$ cat config.mk
export PLATFORM = sky130hd
export DESIGN_NAME = regfile_write_arbiter_flat
export DESIGN_NICKNAME = d
export VERILOG_FILES = /design/src/rtl/regfile_write_arbiter_if.sv /design/src/rtl/regfile_write_arbiter.sv /design/src/flat_wrapper.sv
export SDC_FILE = /design/constraint.sdc
export NUM_CORES = 1
export LEC_CHECK = 0
export BUFFER_PORTS_ARGS = -buffer_cell sky130_fd_sc_hd__buf_2
export CAP_MARGIN = 10
export CORE_ASPECT_RATIO = 0.9
export CORE_MARGIN = 8
export CORE_UTILIZATION = 45
export DETAILED_ROUTE_END_ITERATION = 10
export HOLD_SLACK_MARGIN = 0.12
export PLACE_DENSITY = 0.81
export SKIP_CTS_REPAIR_TIMING = 1
export SLEW_MARGIN = 30
export SYNTH_ARGS = -nofsm -noshare
export SYNTH_HDL_FRONTEND = slang
export SYNTH_SLANG_ARGS = --single-unit
$ cat constraint.sdc
create_clock -name CLK -period 7.4 [get_ports CLK]
set_input_delay 2.22 -clock CLK [delete_from_list [all_inputs] [get_ports CLK]]
set_output_delay 2.22 -clock CLK [all_outputs]
set_load 0.05 [all_outputs]
$ cat src/rtl/regfile_write_arbiter_if.sv
// Write-port bundle between the NREQ requesters / clear source and the arbiter.
// The arbiter drives DSEL/RIN straight into the register array.
interface regfile_write_arbiter_if #(
  parameter int NREQ = 4,
  parameter int DW   = 16,
  parameter int AW   = 3
);
  logic [NREQ-1:0]    REQ;
  logic [NREQ*AW-1:0] REQ_ADDR;
  logic [NREQ*DW-1:0] REQ_DATA;
  logic               CLR_REQ;
  logic [NREQ-1:0]    GNT;
  logic               CLR_BUSY;
  logic [AW-1:0]      DSEL;
  logic [DW-1:0]      RIN;

  modport master (output REQ, REQ_ADDR, REQ_DATA, CLR_REQ,
                  input  GNT, CLR_BUSY, DSEL, RIN);
  modport slave  (input  REQ, REQ_ADDR, REQ_DATA, CLR_REQ,
                  output GNT, CLR_BUSY, DSEL, RIN);
endinterface

$ cat src/rtl/regfile_write_arbiter.sv
// Round-robin arbiter for the single register-array write port, plus a
// one-register-per-cycle clear sweep. Every output comes from a flop.
module regfile_write_arbiter #(
  parameter int NREQ = 4,
  parameter int DW   = 16,
  parameter int AW   = 3
) (
  input  logic                   CLK,
  input  logic                   RST,
  regfile_write_arbiter_if.slave bus
);
  localparam int PW = (NREQ > 1) ? $clog2(NREQ) : 1;
  localparam logic [PW:0]   NREQ_W = (PW+1)'(NREQ);
  localparam logic [PW-1:0] LAST   = PW'(NREQ - 1);

  typedef enum logic {IDLE, CLEAR} state_t;

  state_t          state, state_nx;
  logic [PW-1:0]   ptr, ptr_nx;
  logic [NREQ-1:0] gnt, gnt_nx;
  logic            busy, busy_nx;
  logic [AW-1:0]   dsel, dsel_nx;
  logic [DW-1:0]   rin, rin_nx;

  // Rotate requests so bit 0 is the one at PTR; the lowest set bit wins.
  logic [2*NREQ-1:0] req_dbl;
  logic [NREQ-1:0]   req_rot;
  logic              found;
  logic [PW-1:0]     off, win;
  logic [PW:0]       sum;
  logic [AW-1:0]     addr_sel;
  logic [DW-1:0]     data_sel;

  assign req_dbl = {bus.REQ, bus.REQ} >> ptr;
  assign req_rot = req_dbl[NREQ-1:0];

  always_comb begin
    found = 1'b0;
    off   = '0;
    for (int j = NREQ - 1; j >= 0; j--) begin
      if (req_rot[j]) begin
        found = 1'b1;
        off   = PW'(j);
      end
    end
    sum = {1'b0, ptr} + {1'b0, off};
    if (sum >= NREQ_W) sum = sum - NREQ_W;
    win = sum[PW-1:0];
    addr_sel = '0;
    data_sel = '0;
    for (int k = 0; k < NREQ; k++) begin
      if (win == PW'(k)) begin
        addr_sel = bus.REQ_ADDR[k*AW +: AW];
        data_sel = bus.REQ_DATA[k*DW +: DW];
      end
    end
  end

  always_comb begin
    state_nx = state;
    ptr_nx   = ptr;
    gnt_nx   = '0;
    busy_nx  = 1'b0;
    dsel_nx  = '0;
    rin_nx   = rin;
    case (state)
      IDLE: begin
        if (bus.CLR_REQ) begin
          state_nx = CLEAR;
          dsel_nx  = AW'(1);
          rin_nx   = '0;
          busy_nx  = 1'b1;
        end else if (found) begin
          gnt_nx  = NREQ'(1) << win;
          dsel_nx = addr_sel;
          rin_nx  = data_sel;
          ptr_nx  = (win == LAST) ? '0 : win + PW'(1);
        end
      end
      CLEAR: begin
        rin_nx = '0;
        // Top register is being written this cycle: sweep ends.
        if (dsel == '1) begin
          state_nx = IDLE;
        end else begin
          dsel_nx = dsel + AW'(1);
          busy_nx = 1'b1;
        end
      end
      default: state_nx = IDLE;
    endcase
  end

  always_ff @(posedge CLK) begin
    if (RST) begin
      state <= IDLE;
      ptr   <= '0;
      gnt   <= '0;
      busy  <= 1'b0;
      dsel  <= '0;
      rin   <= '0;
    end else begin
      state <= state_nx;
      ptr   <= ptr_nx;
      gnt   <= gnt_nx;
      busy  <= busy_nx;
      dsel  <= dsel_nx;
      rin   <= rin_nx;
    end
  end

  assign bus.GNT      = gnt;
  assign bus.CLR_BUSY = busy;
  assign bus.DSEL     = dsel;
  assign bus.RIN      = rin;
endmodule

$ cat src/flat_wrapper.sv
// flat-port wrapper written by rule: the top's interface ports become plain ports
module regfile_write_arbiter_flat 
#(
  parameter int NREQ = 4,
  parameter int DW   = 16,
  parameter int AW   = 3
)
  (CLK, RST, bus_REQ, bus_REQ_ADDR, bus_REQ_DATA, bus_CLR_REQ, bus_GNT, bus_CLR_BUSY, bus_DSEL, bus_RIN);
  regfile_write_arbiter_if #(.NREQ(NREQ), .DW(DW), .AW(AW)) bus_i ();
  input  logic CLK;
  input  logic RST;
  input wire logic [$bits(bus_i.REQ)-1:0] bus_REQ;
  input wire logic [$bits(bus_i.REQ_ADDR)-1:0] bus_REQ_ADDR;
  input wire logic [$bits(bus_i.REQ_DATA)-1:0] bus_REQ_DATA;
  input wire logic [$bits(bus_i.CLR_REQ)-1:0] bus_CLR_REQ;
  output wire logic [$bits(bus_i.GNT)-1:0] bus_GNT;
  output wire logic [$bits(bus_i.CLR_BUSY)-1:0] bus_CLR_BUSY;
  output wire logic [$bits(bus_i.DSEL)-1:0] bus_DSEL;
  output wire logic [$bits(bus_i.RIN)-1:0] bus_RIN;
  assign bus_i.REQ = bus_REQ;
  assign bus_i.REQ_ADDR = bus_REQ_ADDR;
  assign bus_i.REQ_DATA = bus_REQ_DATA;
  assign bus_i.CLR_REQ = bus_CLR_REQ;
  assign bus_GNT = bus_i.GNT;
  assign bus_CLR_BUSY = bus_i.CLR_BUSY;
  assign bus_DSEL = bus_i.DSEL;
  assign bus_RIN = bus_i.RIN;
  regfile_write_arbiter #(.NREQ(NREQ), .DW(DW), .AW(AW)) u_core (.CLK(CLK), .RST(RST), .bus(bus_i));
endmodule
==> results.sh <==
export IMPL_area_share_of_and_or_nand_nor_cells_after_synthesis_pct=13.2
export IMPL_use_met2_pct=29.3
export IMPL_async_flop_share_pct=0
export IMPL_worstSetupStartpointType="input pin"
export IMPL_rsz_0062_raised_after_global_routing="false"
export IMPL_finalClockSkew_ps=1.19
export IMPL_slew_limit_headroom_pct=39.9
export IMPL_die_x_microns=85.4
export IMPL_power_sequential_fraction_pct=25.9
export IMPL_grt_total_usage_pct=16.9
export IMPL_muxShareOfSynthArea_pct=2.57
export IMPL_rrSetupSlack_ps=4340
export IMPL_report_final_setup_viol=0
export IMPL_finalWorstSetupSlack_ps=2700
export IMPL_utilization_of_the_core_after_routing_pct=59.5
export IMPL_postRouteWirelength_microns=5880
export IMPL_maxClockFrequency_mhz=213
export IMPL_synth_warning_count=0
export IMPL_area_added_between_synthesis_and_finish_pct=26.1
export IMPL_synth_enable_flop_cells=0
export IMPL_power_density_nw_per_um2=282
export IMPL_i_o_pins=107
export IMPL_drtAntennaViolNets=0
export IMPL_final_design_area_no_fill_sq_um=2460
export IMPL_rows=22
export IMPL_final_max_slew_violation_count=0
export IMPL_net_count_after_synthesis=353
export IMPL_crit_reg2reg_capture="u_core.bus.RIN[6]"
export IMPL_synth_top_family_by_area="compound AO/OA/AOI/OAI gates"
export IMPL_layout_cells_most_common_list="sky130_fd_sc_hd__buf_2 (106), sky130_fd_sc_hd__a21oi_1 (44), sky130_fd_sc_hd__nand2_1 (29)"
export IMPL_worst_slew_pin_tran_ps=898
export IMPL_synth_xor_xnor_area_share_pct=1.80
export IMPL_type_of_destination_of_the_critical_path="flip-flop"
export IMPL_p_leak_nw=1.19
export IMPL_fin_crit_sh_pct=63.5
export IMPL_clkTransAtPathRegs_ps=90
export IMPL_dr_total_vias=2147
export IMPL_synth_flop_cell="sky130_fd_sc_hd__dfxtp_1"
export IMPL_power_switching_share_pct=50.2
export IMPL_hpwl_detailed_microns=4630
export IMPL_routabilityCongestion=0.870
export IMPL_worst_hold_path_endpoint="u_core.bus.RIN[1]"
export IMPL_unique_masters_post_synth=35
export IMPL_dr_pass1_iters=4
export IMPL_placement_cell_area_sq_um=2420
export IMPL_power_combinational_fraction_pct=62.8
export IMPL_final_tns_setup_ps=0
export IMPL_critPathRequiredTime_ps=7610
export IMPL_status="finished clean"
export IMPL_synth_avg_cell_area_sq_um=7.41
export IMPL_arrival_ps=4910
export IMPL_n_antenna_cell=0
export IMPL_detail_route_vias_per_cell=5.39
export IMPL_fillCellCount=396
export IMPL_clock_latency_ps=260
export IMPL_synth_compound_area_share_pct=40.0
export IMPL_synth_cells=263
export IMPL_grt_pass1_vias=2066
export IMPL_cellInternalPower_mw=0.346
export IMPL_globalRouteMet1Util_pct=20.8
export IMPL_place_worst_setup_slack_ps=2440
export IMPL_grt_busiest_layer="met2"
export IMPL_number_of_buffers_inserted_by_port_buffering=106
export IMPL_cts_num_sinks=26
export IMPL_hold_viol_final=0
export IMPL_grt_pass1_wl_microns=9470
export IMPL_route_detailed_drc=0
export IMPL_clk_root_buffer_cell="sky130_fd_sc_hd__clkbuf_8"
export IMPL_ff2ff_path_depth=10
export IMPL_finalPower_mw=0.694
export IMPL_power_ir_vdd_worst_v=0.000117
export IMPL_core_box_area_sq_um=4130
export IMPL_cts_made_buffers=3
export IMPL_ctsLongestPathBuffers=2
export IMPL_crit_fanout=19
export IMPL_average_wire_per_standard_cell_microns=14.8
export IMPL_synthesis_area_sq_um=1950
export IMPL_fraction_of_final_layout_cells_with_drive_strength_greater_than_1_pct=40.6
export IMPL_grt_use_met3_pct=4.16
export IMPL_clockPowerShare_pct=11.3
export IMPL_final_common_cell="sky130_fd_sc_hd__buf_2"
export IMPL_period_minus_slack_ps=4700
export IMPL_synthAdderAreaFrac_pct=4.49
export IMPL_die_ar_sq_um=6700
export IMPL_setup_worst_path_class="in -> reg"
export IMPL_ys_seq_elements=26
export IMPL_final_nets=442
export IMPL_grt_max_degree=40
export IMPL_start_util_pct=47.2
export IMPL_synth_seq_area_share_pct=26.7
export IMPL_floorplan_die_height_microns=78.4
export IMPL_hold_path_cell_count=2
export IMPL_drt_first_iter_violations=99
export IMPL_cts_tree="done"
export IMPL_htreeDepth=1
export IMPL_net_switching_power_mw=0.348
export IMPL_drv_max_cap_violation_count=0
export IMPL_r2r_start="u_core.ptr[0]"
export IMPL_hp_class="reg -> reg"
export IMPL_timing_hold_worst_start="u_core.bus.RIN[1]"
export IMPL_grt_overflow=0
export IMPL_antenna_found_initial=0
[metal layers]
metal	routed length [microns]	vias to the layer above
li1	-	1097
met1	2600	970
met2	2850	76
met3	373	4
met4	55	0
met5	0	-
[flip-flops by register name (all words and copies together), names as in the netlist]
register,cells
u_core.bus.RIN,16
u_core.bus.GNT,4
u_core.bus.DSEL,3
u_core.ptr,2
u_core.state,1
[stage by stage]
| step | hold slack, ps | std cells |
|---|---|---|
| after global routing | 550 | 398 |
| after CTS | 529 | 398 |
| after floorplan | 603 | 263 |
| final | 526 | 398 |
| after global placement | 507 | 395 |
| after detailed placement | 507 | 395 |
[worst max-delay path by stage]
| stage | startpoint | end | slack (ps) | cells past startpoint |
|---|---|---|---|---|
| floorplan | bus_REQ[2] | u_core.bus.RIN[10] | 2760 | 11 |
| global placement | bus_REQ[0] | u_core.bus.RIN[9] | 2110 | 10 |
| detailed placement | bus_REQ[0] | u_core.bus.RIN[9] | 2440 | 11 |
| CTS | bus_REQ[0] | u_core.bus.RIN[9] | 2720 | 11 |
| global route | bus_REQ[3] | u_core.bus.RIN[9] | 2410 | 13 |
| finish | bus_REQ[0] | u_core.bus.RIN[6] | 2700 | 11 |
[kinds of logic after synthesis]
logic type,count (synthesis)
compound gates,121
simple gates,55
buf+inv,45
flops,26
fa+ha+maj,7
mux,5
xor+xnor,4
[cells in the mapped netlist (all sizes together) (2+ instances only)]
library cell | number | area, sq um
dfxtp | 26 | 521
nor3 | 4 | 31.3
o32ai | 2 | 17.5
nor2 | 10 | 37.5
nand2b | 2 | 12.5
or3 | 3 | 18.8
a22oi | 19 | 143
xnor2 | 3 | 26.3
or4 | 2 | 18.8
a21oi | 57 | 334
o21ai | 38 | 239
buf | 16 | 110
ha | 7 | 87.6
nand2 | 30 | 115
clkbuf | 8 | 30.0
mux2i | 5 | 50.1
inv | 21 | 78.8
[area by class of cell]
cell class	count	area [sq um]	area share, %
well taps	48	60.1	2.44
multi-input cells	192	1210	49.3
inverters	21	78.8	3.21
clock buffers	3	41.3	1.68
flip-flops and latches	26	520	21.2
repair buffers	108	546	22.2
[worst max-delay path: stages]
cell                        delay, ps
sky130_fd_sc_hd__buf_2            150
sky130_fd_sc_hd__or4_1            510
sky130_fd_sc_hd__o2111ai_1        100
sky130_fd_sc_hd__ha_1             230
sky130_fd_sc_hd__xnor2_1          190
sky130_fd_sc_hd__xnor2_1          200
sky130_fd_sc_hd__ha_1             640
sky130_fd_sc_hd__nand2_1          120
sky130_fd_sc_hd__o21ai_0          260
sky130_fd_sc_hd__a22oi_1          140
sky130_fd_sc_hd__a21oi_2          150
[power by group through the flow]
stage          Sequential (mW)  Clock (mW)  Combinational [mW]
2_1_floorplan            0.244           0               0.277
3_3_place_gp             0.182           0               0.426
3_5_place_dp             0.183           0               0.435
4_1_cts                  0.180      0.0810               0.436
5_1_grt                  0.183      0.0844               0.491
6_report                 0.179      0.0784               0.436
(Power assumes the default switching activity.)
